File: config.mk
export PLATFORM = sky130hd
export DESIGN_NAME = id_ex_stage
export DESIGN_NICKNAME = d
export VERILOG_FILES = /design/src/rtl/id_ex_stage.sv
export SDC_FILE = /design/constraint.sdc
export NUM_CORES = 1
export LEC_CHECK = 0
export BUFFER_PORTS_ARGS = -buffer_cell sky130_fd_sc_hd__buf_2
export CAP_MARGIN = 15
export CORE_UTILIZATION = 44
export CTS_CLUSTER_SIZE = 14
export DETAILED_ROUTE_END_ITERATION = 6
export PLACE_DENSITY = 0.79
export RECOVER_POWER = 50
export SETUP_SLACK_MARGIN = 0.3
export SLEW_MARGIN = 20
export SYNTH_ARGS = -nofsm -noshare
export SYNTH_HDL_FRONTEND = slang
export SYNTH_SLANG_ARGS = --single-unit
File: constraint.sdc
create_clock -name clk_i -period 4.45 [get_ports clk_i]
set_clock_uncertainty 0.05 [all_clocks]
set_input_delay 0.2225 -clock clk_i [delete_from_list [all_inputs] [get_ports clk_i]]
set_output_delay 0.2225 -clock clk_i [all_outputs]
set_load 0.05 [all_outputs]
File: src/rtl/id_ex_stage.sv
// id_ex_stage
//   ID/EX pipeline register of a 5-stage MIPS pipeline. Captures the decoded
//   control bundle, register-file operands and instruction fields from ID and
//   presents them registered to EX. Detects load-use hazards (lw in EX whose
//   destination is a source of the ID instruction), requests a one-cycle hold
//   of PC and IF/ID, and loads a bubble instead. A taken branch/jump flush
//   also loads a bubble and overrides the hazard. Inserted load-use bubbles
//   are counted in a saturating counter.
//
// Ports
//   clk_i, rst_i            clock (rising edge), async active-high reset
//   flush_i                 squash the instruction currently in ID
//   *_i control bundle      ALUSrc, RegDst, MemWr, MemRd, MemtoReg, RegWr,
//                           Branch, Jump (1 bit each), ALUOp (2 bits)
//   rs_data_i, rt_data_i    register-file read data
//   imm_i                   sign-extended immediate
//   rs_i, rt_i, rd_i        register specifiers, funct_i funct field
//   stall_o                 combinational hold request for PC and IF/ID
//   ex_*                    registered bundle seen by EX; ex_valid_o=0 = bubble
//   bubble_cnt_o            saturating count of load-use bubbles
module id_ex_stage #(
  parameter int DATA_W = 32,
  parameter int CNT_W  = 16
) (
  input  logic              clk_i,
  input  logic              rst_i,
  input  logic              flush_i,
  input  logic              ALUSrc_i,
  input  logic              RegDst_i,
  input  logic              MemWr_i,
  input  logic              MemRd_i,
  input  logic              MemtoReg_i,
  input  logic              RegWr_i,
  input  logic              Branch_i,
  input  logic              Jump_i,
  input  logic [1:0]        ALUOp_i,
  input  logic [DATA_W-1:0] rs_data_i,
  input  logic [DATA_W-1:0] rt_data_i,
  input  logic [DATA_W-1:0] imm_i,
  input  logic [4:0]        rs_i,
  input  logic [4:0]        rt_i,
  input  logic [4:0]        rd_i,
  input  logic [5:0]        funct_i,
  output logic              stall_o,
  output logic              ex_valid_o,
  output logic              ex_ALUSrc_o,
  output logic              ex_RegDst_o,
  output logic              ex_MemWr_o,
  output logic              ex_MemRd_o,
  output logic              ex_MemtoReg_o,
  output logic              ex_RegWr_o,
  output logic [1:0]        ex_ALUOp_o,
  output logic [DATA_W-1:0] ex_rs_data_o,
  output logic [DATA_W-1:0] ex_rt_data_o,
  output logic [DATA_W-1:0] ex_imm_o,
  output logic [4:0]        ex_rs_o,
  output logic [4:0]        ex_rt_o,
  output logic [4:0]        ex_rd_o,
  output logic [5:0]        ex_funct_o,
  output logic [CNT_W-1:0]  bubble_cnt_o
);

  logic w_uses_rs;
  logic w_uses_rt;
  logic w_rs_match;
  logic w_rt_match;
  logic w_hazard;

  // Jumps read no register; rt is a source only for R-type, sw and beq.
  assign w_uses_rs  = ~Jump_i;
  assign w_uses_rt  = RegDst_i | MemWr_i | Branch_i;
  assign w_rs_match = w_uses_rs & (rs_i == ex_rt_o);
  assign w_rt_match = w_uses_rt & (rt_i == ex_rt_o);

  // A load targeting $0 never produces a value anyone waits for.
  assign w_hazard = ex_valid_o & ex_MemRd_o & (ex_rt_o != 5'd0) &
                    (w_rs_match | w_rt_match);

  assign stall_o = w_hazard & ~flush_i;

  // A bubble clears ex_MemRd_o, so the held instruction sees no hazard on the
  // next edge and is captured: exactly one bubble per load-use pair.
  always_ff @(posedge clk_i or posedge rst_i) begin
    if (rst_i) begin
      ex_valid_o    <= 1'b0;
      ex_ALUSrc_o   <= 1'b0;
      ex_RegDst_o   <= 1'b0;
      ex_MemWr_o    <= 1'b0;
      ex_MemRd_o    <= 1'b0;
      ex_MemtoReg_o <= 1'b0;
      ex_RegWr_o    <= 1'b0;
      ex_ALUOp_o    <= '0;
      ex_rs_data_o  <= '0;
      ex_rt_data_o  <= '0;
      ex_imm_o      <= '0;
      ex_rs_o       <= '0;
      ex_rt_o       <= '0;
      ex_rd_o       <= '0;
      ex_funct_o    <= '0;
      bubble_cnt_o  <= '0;
    end else if (flush_i || w_hazard) begin
      ex_valid_o    <= 1'b0;
      ex_ALUSrc_o   <= 1'b0;
      ex_RegDst_o   <= 1'b0;
      ex_MemWr_o    <= 1'b0;
      ex_MemRd_o    <= 1'b0;
      ex_MemtoReg_o <= 1'b0;
      ex_RegWr_o    <= 1'b0;
      ex_ALUOp_o    <= '0;
      ex_rs_data_o  <= '0;
      ex_rt_data_o  <= '0;
      ex_imm_o      <= '0;
      ex_rs_o       <= '0;
      ex_rt_o       <= '0;
      ex_rd_o       <= '0;
      ex_funct_o    <= '0;
      // Only load-use bubbles are counted; a flush wins over a hazard.
      if (!flush_i && (bubble_cnt_o != '1)) begin
        bubble_cnt_o <= bubble_cnt_o + 1'b1;
      end
    end else begin
      ex_valid_o    <= 1'b1;
      ex_ALUSrc_o   <= ALUSrc_i;
      ex_RegDst_o   <= RegDst_i;
      ex_MemWr_o    <= MemWr_i;
      ex_MemRd_o    <= MemRd_i;
      ex_MemtoReg_o <= MemtoReg_i;
      ex_RegWr_o    <= RegWr_i;
      ex_ALUOp_o    <= ALUOp_i;
      ex_rs_data_o  <= rs_data_i;
      ex_rt_data_o  <= rt_data_i;
      ex_imm_o      <= imm_i;
      ex_rs_o       <= rs_i;
      ex_rt_o       <= rt_i;
      ex_rd_o       <= rd_i;
      ex_funct_o    <= funct_i;
    end
  end

endmodule
Word-level counts from Yosys, hierarchy flattened:

Index checks and enable logic that the tools add are counted.
Widths: inputs -> output; s select.

* register bits after elaboration: 142
* input port bits: 130
* logic and storage cells: 51

* add/subtract/negate cells: 1
* eq/ne operators: 3
* multiplexer cells: 15
* bitwise operators: 11
* reductions and logical operators: 5

Operators with widths (count)
* $mux 32: 3
* $add 16x1->16 const B: 1
* $ne 16x16->1 const B: 1
* $mux 5: 3
* $eq 5x5->1: 2
* $mux 1: 7
* $and 1x1->1: 6
* $mux 6: 1
* $reduce_bool 5->1: 1
* $or 1x1->1: 3
* $mux 2: 1
* $not 1->1: 2
* $reduce_and 2->1: 1
* $logic_and 1x1->1: 1
* $logic_not 1->1: 1
* $logic_or 1x1->1: 1

Depth between registers and ports, before layout:

Gate-level depths: netlist of run 1.

* depth after elaboration: 7
* gate-level depth with buffers: 7
* depth with buffers taken out: 6

Worst setup path before layout of run 1:

Ideal clock, no wire load.

* path kind: reg-to-output
* start point: register ex_rt_o[4]
* end point: output port stall_o
* arrival time: 2.103 ns
* path slack: 2.074 ns
* stages on the path, launching flop included: 6
* buffers on the path: 1
* path through: dfrtp_1 > xnor2_1 > nand4_1 > o32ai_4 > buf_2 > and2_1

* word-level cells in the longest chain between the ends: 5
* elaborated cells on any way between the ends: 9

Ends and longest elaborated chain
* from (decl): RTL line 57 `output logic [4:0] ex_rt_o,`
* from (signal assigned): RTL line 134 `ex_rt_o <= rt_i;`
* $eq 5x5->1, on equally long branches: RTL line 72, 73
* $and 1x1->1, on equally long branches: RTL line 72, 73
* $or 1x1->1: RTL line 77 `(w_rs_match | w_rt_match);`
* $and 1x1->1 (*): RTL line 76 `assign w_hazard = ex_valid_o & ex_MemRd_o & (ex_rt_o != 5'd0) &`
* $and 1x1->1 (*): RTL line 79 `assign stall_o = w_hazard & ~flush_i;`
* to (decl): RTL line 44 `output logic stall_o,`

Every way passes the cells marked *; elsewhere a longest branch is shown, timed or not.

Worst setup path in the final report of run 1:

* start point: input port MemWr_i
* end point: register ex_funct_o[0]

* word-level cells in the longest chain between the ends: 7

Ends and longest elaborated chain
* from (decl): RTL line 30 `input logic MemWr_i,`
* $or 1x1->1 (2 in a row): RTL line 71 `assign w_uses_rt = RegDst_i | MemWr_i | Branch_i;`
* $and 1x1->1: RTL line 73 `assign w_rt_match = w_uses_rt & (rt_i == ex_rt_o);`
* $or 1x1->1: RTL line 77
* $and 1x1->1: RTL line 76
* $logic_or 1x1->1: RTL line 101 `end else if (flush_i || w_hazard) begin`
* $mux 6: RTL line 101
* to (signal assigned): RTL line 136 `ex_funct_o <= funct_i;`
* to (decl): RTL line 59 `output logic [5:0] ex_funct_o,`

Every way passes these cells.
A chain may end at the register's enable or synchronous reset.

==> metrics.yaml, run 1 <==
run_status:
  outcome: "finished with violations"
  violated_checks: "capacitance limit, slew limit"
synth:
  synth_sequential_area_ratio_pct: 70.6
  ys_ff_latch: 142
  synth.net_count: 488
  mappedNetlistArea_um2: 5030
  syn-mean-instance-area_um2: 14.1
  post_synth_inst_count: 357
  ys.warnings.count: 0
  synthDistinctLibCells: 30
floorplanning:
  chipWidth_um: 109
  design.die.area_um2: 11900
  ios: 273
  chipHeight_um: 109
  floorplan.initialDensity_pct: 45.8
  num_rows: 38
  area_of_the_core_region_um2: 11000
hold_path:
  hp-start: "rs_i[4]"
  hold_depth: 2
  worstHoldPathType: "in -> reg"
  hold_critical_path_endpoint: "ex_rs_o[4]"
timing:
  tightest_slew_ns: 1.88
  max_freq_mhz: 342
  finalSetupViolCount: 0
  slew_viol_final: 92
  final_hold_violation_count: 0
  fin_crit_sh_pct: 65.6
  slew_headroom_pct: -25.5
  holdWs_ns: 0.0274
  fin_setup_tns_ns: 0
  rsz0062_at_grt: "false"
  post-route-min-period_ns: 2.92
detailed_routing:
  routed_wl_mm: 15.8
  remaining_drc_errors: 0
  first_pass_iters: 4
  drtAntennaViolNets: 0
  drt-wirelength-per-cell_um: 17.2
  avgViaCountPerCell: 4.70
  detailroute.via_count: 4314
  drt_first_iter_violations: 186
clock_network:
  cts.sinks: 142
  cts-root-buf: "clkbuf_16"
  htree_num_levels: 4
  clkLatencyLatePin_ns: 0.42
  cts_inserted_buffers: 17
  post_cts_resize_count: 0
  post-cts-setup-buffer-count: 0
  path_clk_slew_ns: 0.06
  clockBufferDepth: 2
  cts_tree: "yes"
worst_setup_path:
  critical_path_buf_inv_count: 3
  timing.rr.start: "ex_rt_o[1]"
  critPathMaxStageDelay_ns: 0.69
  start_kind: "input pin"
  critPathKind: "in -> reg"
  arrival_ns: 3.22
  critical-path-slowest-cell: "a21oi_4"
  worst-r2r-setup-slack_ns: 1.60
  critical_path_required_ns: 4.75
  cpLargestDelayFamily: "compound AO/OA/AOI/OAI gates"
  endpoint_kind: "register"
  timing.reg2reg.worst_path_depth: 5
  cp_num_cells: 7
  cells_along_the_critical_path: "dlygate4sd3_1 > buf_2 > o31ai_1 > o32ai_4 > a21oi_4 > buf_4 > and2_1"
  worstPathMaxFanout: 86
  rr_endpoint: "ex_funct_o[0]"
place:
  dp.final_hpwl_mm: 8.56
  io_buffer_count: 272
  place_inst: 757
  gpl.final_weighted_congestion: 0.828
power:
  vdd_drop_max_mv: 0.277
  static-leakage-power_nw: 3.95
  power.density_cell_area_nw_per_um2: 410
  design_power_total_w: 0.00337
layout:
  multi_input_comb_area_um2: 1380
  ff_latch_area_um2: 3550
  layoutNonFillerInstCount: 917
  fillers: 730
  post_route_cells_drive_above_1_share_pct: 24.5
  areaGrowthSynthToFinish_pct: 63.1
  nets: 892
  utilization_pct: 74.7
global_route:
  first_global_vias: 4784
  largest_net_degree_at_the_start_of_global_routing: 92
  globalRouteOverflowTotal: 0
  grt_antenna_before_repair: 2
  grt.total_usage_pct: 27.7
  grt_first_pass_wirelength_mm: 23.6
job:
  maxCapViolations: 1
registers in the layout, summed over array words and instances (netlist names):
| name | flops |
|---|---|
| bubble_cnt_o | 16 |
| ex_ALUOp_o | 2 |
| ex_ALUSrc_o | 1 |
| ex_MemRd_o | 1 |
| ex_MemWr_o | 1 |
| ex_MemtoReg_o | 1 |
| ex_RegDst_o | 1 |
| ex_RegWr_o | 1 |
| ex_funct_o | 6 |
| ex_imm_o | 32 |
| ex_rd_o | 5 |
| ex_rs_data_o | 32 |
| ex_rs_o | 5 |
| ex_rt_data_o | 32 |
| ex_rt_o | 5 |
| ex_valid_o | 1 |
area by class of cell:
cell class / count / area share, %
Clock buffer: 18 / 5.35
Antenna cell: 3 / 0.0915
Inverter: 3 / 0.183
Timing Repair Buffer: 399 / 30.1
Clock inverter: 14 / 2.06
Multi-Input combinational cell: 198 / 16.8
Sequential cell: 142 / 43.3
Tap cell: 140 / 2.13
cells in the final DEF (no fill, tap or decap), types with 2 or more instances in the layout:
cell	n
clkbuf_16	17
nand4_1	7
and2_1	129
clkbuf_1	124
diode_2	3
nand3_1	9
and3_1	3
nor2_1	2
inv_1	2
dfrtp_1	142
nand3b_1	2
clkinv_2	4
dlygate4sd3_1	125
nand2_1	3
nor4b_1	2
buf_2	148
xnor2_1	22
xor2_1	3
bufinv_16	3
and4_1	2
buf_4	2
clkinv_4	5
clkinvlp_4	3
Yosys cell counts (all sizes together):
library cell / instances / area [um2]
and3b: 1 / 8.76
nand4b: 1 / 8.76
and3: 3 / 18.8
inv: 3 / 11.3
ha: 1 / 12.5
and2: 129 / 807
clkbuf: 7 / 26.3
o211a: 1 / 17.5
and4: 2 / 17.5
nand3: 9 / 45.0
o311a: 1 / 21.3
nand2: 4 / 17.5
xor2: 3 / 26.3
or4: 1 / 11.3
nand3b: 2 / 15.0
nor4b: 2 / 17.5
nor2: 2 / 7.51
or3: 1 / 6.26
buf: 7 / 66.3
mux2: 1 / 11.3
nand4: 8 / 56.3
o32ai: 1 / 27.5
dfrtp: 142 / 3550
o31ai: 1 / 7.51
nor3: 1 / 5.00
a21oi: 1 / 16.3
xnor2: 22 / 193
worst reg2reg max path, cell delays in order (launching register included):
cell and delay, ns:
dfrtp_1 0.41, or3_1 0.40, o311a_4 0.36, a21oi_4 0.62, buf_4 0.66, and2_1 0.28
timing repair:
item | in CTS | in global routing
hold endpoints to repair | 214 | 0
hold buffers | 125 | 0
setup endpoints to repair | 0 | 0
metrics by stage:
step           area [um2]  setup WS (ns)
2_1_floorplan        5030          0.368
3_3_place_gp         6500           1.74
3_5_place_dp         6500           1.61
4_1_cts              8360           1.52
5_1_grt              8200           1.28
6_report             8210           1.53
worst max-delay path by stage:
stage                    start              end  slack, ns
floorplan                rst_i  bubble_cnt_o[0]       0.37
global placement    ex_rt_o[1]       ex_rs_o[1]       1.74
detailed placement  ex_rt_o[1]  ex_rs_data_o[1]       1.61
CTS                    MemWr_i     ex_imm_o[19]       1.52
global route           MemWr_i    ex_funct_o[0]       1.28
finish                 MemWr_i    ex_funct_o[0]       1.53
logic make-up after synthesis:
family / share of synthesized area, %
simple gates: 20.7
flops: 70.6
xor+xnor: 4.35
buf+inv: 2.06
compound gates: 1.79
mux: 0.224
fa+ha+maj: 0.249
per-layer routing:
layer | up-vias | part of all wire, % | track usage (%)
met5 | - | 0 | 0
met4 | 0 | 4.5 | 16.2
met3 | 60 | 7.8 | 9.74
met2 | 229 | 53 | 49.6
met1 | 2079 | 34 | 27.4
li1 | 1946 | - | -
power by group:
group,switching (W),internal [W]
Sequential,0.0000254,0.00135
Combinational,0.000360,0.000178
Clock,0.000554,0.000895
Note: power is estimated with default switching activity, not from simulation.
==> run 2: changes to the inputs <==
--- a/config.mk
+++ b/config.mk
@@ -7,10 +7,10 @@
 export LEC_CHECK = 0
 export BUFFER_PORTS_ARGS = -buffer_cell sky130_fd_sc_hd__buf_2
 export CAP_MARGIN = 15
-export CORE_UTILIZATION = 44
+export CORE_UTILIZATION = 40
 export CTS_CLUSTER_SIZE = 14
 export DETAILED_ROUTE_END_ITERATION = 6
-export PLACE_DENSITY = 0.79
+export PLACE_DENSITY = 0.76
 export RECOVER_POWER = 50
 export SETUP_SLACK_MARGIN = 0.3
 export SLEW_MARGIN = 20
==> constraint.sdc (replaced) <==
create_clock -name clk_i -period 2.4 [get_ports clk_i]
set_clock_uncertainty 0.05 [all_clocks]
set_input_delay 0.12 -clock clk_i [delete_from_list [all_inputs] [get_ports clk_i]]
set_output_delay 0.12 -clock clk_i [all_outputs]
set_load 0.05 [all_outputs]
==> run 2 against run 1 <==
The run now ends clean. Sequential share of layout area is 2.1 points lower. Cell count is 5.0% higher. Combinational power is 100% higher. First-iteration DRC count is 16% higher. Utilization is 3.4 points lower. Power is 87% higher. Critical endpoint is now stall_o. Largest cell class unchanged. Largest power group unchanged.
==> metrics.yaml, run 2 (synthesis results as in run 1) <==
layout:
  mostFrequentLayoutCell: "buf_2"  # unchanged
  post_route_cells_drive_above_1_share_pct: 35.8  # was 24.5%
  areaGrowthSynthToFinish_pct: 72.5  # was 63.1%
  commonest_non_fill_non_tap_cells_in_the_layout: "buf_2, and2_1, dlygate4sd3_1"  # was buf_2, dfrtp_1, and2_1
  nets: 913  # was 892
  fillers: 837  # was 730
  largestRegisters: "ex_imm_o x32, ex_rs_data_o x32, ex_rt_data_o x32"  # unchanged
worst_setup_path:
  setup.worst_path.start: "ex_rt_o[1]"  # was MemWr_i
  worstPathMaxFanout: 4  # was 86
  cells_along_the_critical_path: "or3_4 > o311a_4 > and2_4 > and2_4 > buf_8"  # was dlygate4sd3_1 > buf_2 > o31ai_1 > o32ai_4 > a21oi_4 > buf_4 > and2_1
  critical_path_required_ns: 2.23  # was 4.75 ns
  endpoint_kind: "output pin"  # was register
  critical-path-slowest-cell: "dfrtp_2"  # was a21oi_4
  timing.rr.start: "ex_rt_o[1]"  # unchanged
  start_kind: "register"  # was input pin
  critPathMaxStageDelay_ns: 0.43  # was 0.69 ns
  arrival_ns: 1.97  # was 3.22 ns
  critPathKind: "reg -> out"  # was in -> reg
  timing.critical_path.mode_cell: "and2_4"
detailed_routing:
  drt_first_iter_violations: 215  # was 186
  avgViaCountPerCell: 4.52  # was 4.70
  routed_wl_mm: 16.5  # was 15.8 mm
  detailroute.via_count: 4352  # was 4,314
  drt-wirelength-per-cell_um: 17.2  # about the same
  first_pass_iters: 4  # unchanged
  met2_wirelength_mm: 8.82  # was 8.42 mm
  maxUsedRoutingLayer: "met4"  # unchanged
  m1WireLength_mm: 6.10  # was 5.44 mm
  remaining_drc_errors: 0  # unchanged
  wl_met3_mm: 1.21  # was 1.24 mm
  drtAntennaViolNets: 0  # unchanged
clock_network:
  cts.sinks: 142  # unchanged
  path_clk_slew_ns: 0.06  # about the same
  htree_num_levels: 4  # unchanged
  cts_tree: "yes"  # unchanged
  clockBufferDepth: 2  # unchanged
  cts_inserted_buffers: 17  # unchanged
  cts-root-buf: "clkbuf_16"  # unchanged
  clkLatencyLatePin_ns: 0.42  # about the same
timing:
  fin_setup_tns_ns: 0  # unchanged
  slew_headroom_pct: 41.3  # was -25.5%
  max_freq_mhz: 467
  fin_crit_sh_pct: 89.2
  tightest_slew_ns: 0.881  # was 1.88 ns
  post-route-min-period_ns: 2.14
  finalSetupViolCount: 0  # unchanged
  final_hold_violation_count: 0  # unchanged
  rsz0062_at_grt: "true"  # was false
  slew_viol_final: 0  # was 92
  fin_ws_ns: 0.260  # was 1.53 ns
power:
  power.density_cell_area_nw_per_um2: 727  # was 410 nW/um2
  p_sw_w: 0.00170  # was 0.000940 W
  static-leakage-power_nw: 4.29  # was 3.95 nW
  vdd_drop_max_mv: 0.415  # was 0.277 mV
  share_comb_of_total_power_pct: 17.1  # was 16.0%
  share_clk_of_total_power_pct: 42.4  # was 43.1%
  swShare_pct: 27.0  # was 27.9%
  cellInternalPower_w: 0.00460  # was 0.00243 W
  seq_power_share_pct: 40.5  # was 41.0%
global_route:
  grt_antenna_before_repair: 0  # was 2
  grt.total_usage_pct: 23.0  # was 27.7%
  globalRouteOverflowTotal: 0  # unchanged
  grt_first_pass_wirelength_mm: 22.5  # was 23.6 mm
  largest_net_degree_at_the_start_of_global_routing: 127  # was 92
  first_global_vias: 4569  # was 4,784
place:
  dp.final_hpwl_mm: 8.98  # was 8.56 mm
  gpl.final_weighted_congestion: 0.886  # was 0.828
  io_buffer_count: 272  # unchanged
  place_worst_setup_slack_ns: 0.348  # was 1.61 ns
floorplanning:
  chipHeight_um: 114  # was 109 um
  design.die.area_um2: 13000  # was 11,900 um2
  num_rows: 40  # was 38
  ios: 273  # unchanged
  area_of_the_core_region_um2: 12200  # was 11,000 um2
  floorplan.initialDensity_pct: 41.4  # was 45.8%
  chipWidth_um: 114  # was 109 um
run_status:
  outcome: "completed"  # was finished with violations
job:
  maxCapViolations: 0  # was 1
hold_path:
  worstHoldPathType: "in -> reg"  # unchanged
  hp-start: "flush_i"  # was rs_i[4]
==> run 2: per-stage QoR <==
step	cells	power [W]	util (%)	hold WS [ns]	cell area, um2
detailed placement	788	0.00346	54.6	0.117	6640
finish	963	0.00631	71.4	0.0826	8680
global route	962	0.00652	71.3	0.0763	8680
global placement	788	0.00344	54.6	0.113	6640
floorplan	357	0.00318	-	0.199	5080
CTS	949	0.00629	70.4	0.0294	8560
==> run 2: final cells by class <==
| type | instances | area (um2) | share of cell area [%] |
|---|---|---|---|
| Multi-Input combinational cell | 198 | 1430 | 16.4 |
| Tap cell | 168 | 210 | 2.42 |
| Timing Repair Buffer | 420 | 2850 | 32.8 |
| Clock buffer | 20 | 467 | 5.38 |
| Clock inverter | 11 | 139 | 1.60 |
| Inverter | 3 | 12.5 | 0.144 |
| Antenna cell | 1 | 2.50 | 0.0288 |
| Sequential cell | 142 | 3570 | 41.2 |
==> run 2: worst paths after layout <==
path | to | slack [ns] | cells past startpoint
worst max-delay path | stall_o | 0.26 | 5
worst min-delay path | bubble_cnt_o[14] | 0.08 | 3
worst max register to register | ex_rs_data_o[4] | 0.26 | 7
worst min register to register | bubble_cnt_o[15] | 0.44 | 1
max in group asynchronous | ex_rt_o[4] | 0.66 | 4
min in group asynchronous | ex_funct_o[5] | 0.30 | 3
==> run 2: what timing repair did <==
item | in CTS | in global routing
setup buffers | 4 | 5
cloned | 0 | 8
hold buffers | 126 | 0
pin swaps | 4 | 4
hold endpoints to repair | 141 | 0
resized for setup | 8 | 13
setup endpoints to repair | 1 | 129
==> run 2: worst max-delay path, delay by kind of cell (launching register included) <==
family | cells | cell delay, ns
AO/OA/AOI/OAI | 1 | 0.32
buffers and inverters | 1 | 0.14
flip-flops | 1 | 0.43
AND/OR/NAND/NOR | 3 | 0.66
==> run 2: power by group through the flow <==
stage	Combinational, W	Sequential, W	Clock [W]
floorplan	0.000171	0.00301	0
global placement	0.000852	0.00259	0
detailed placement	0.000864	0.00259	0
CTS	0.00103	0.00255	0.00271
global route	0.00113	0.00257	0.00282
finish	0.00108	0.00256	0.00267
==> run 2: per-layer routing <==
layer	up-vias	track usage, %
met1	2127	23.0
met4	0	11.2
met3	37	8.15
met5	-	0
li1	1991	-
met2	197	42.3
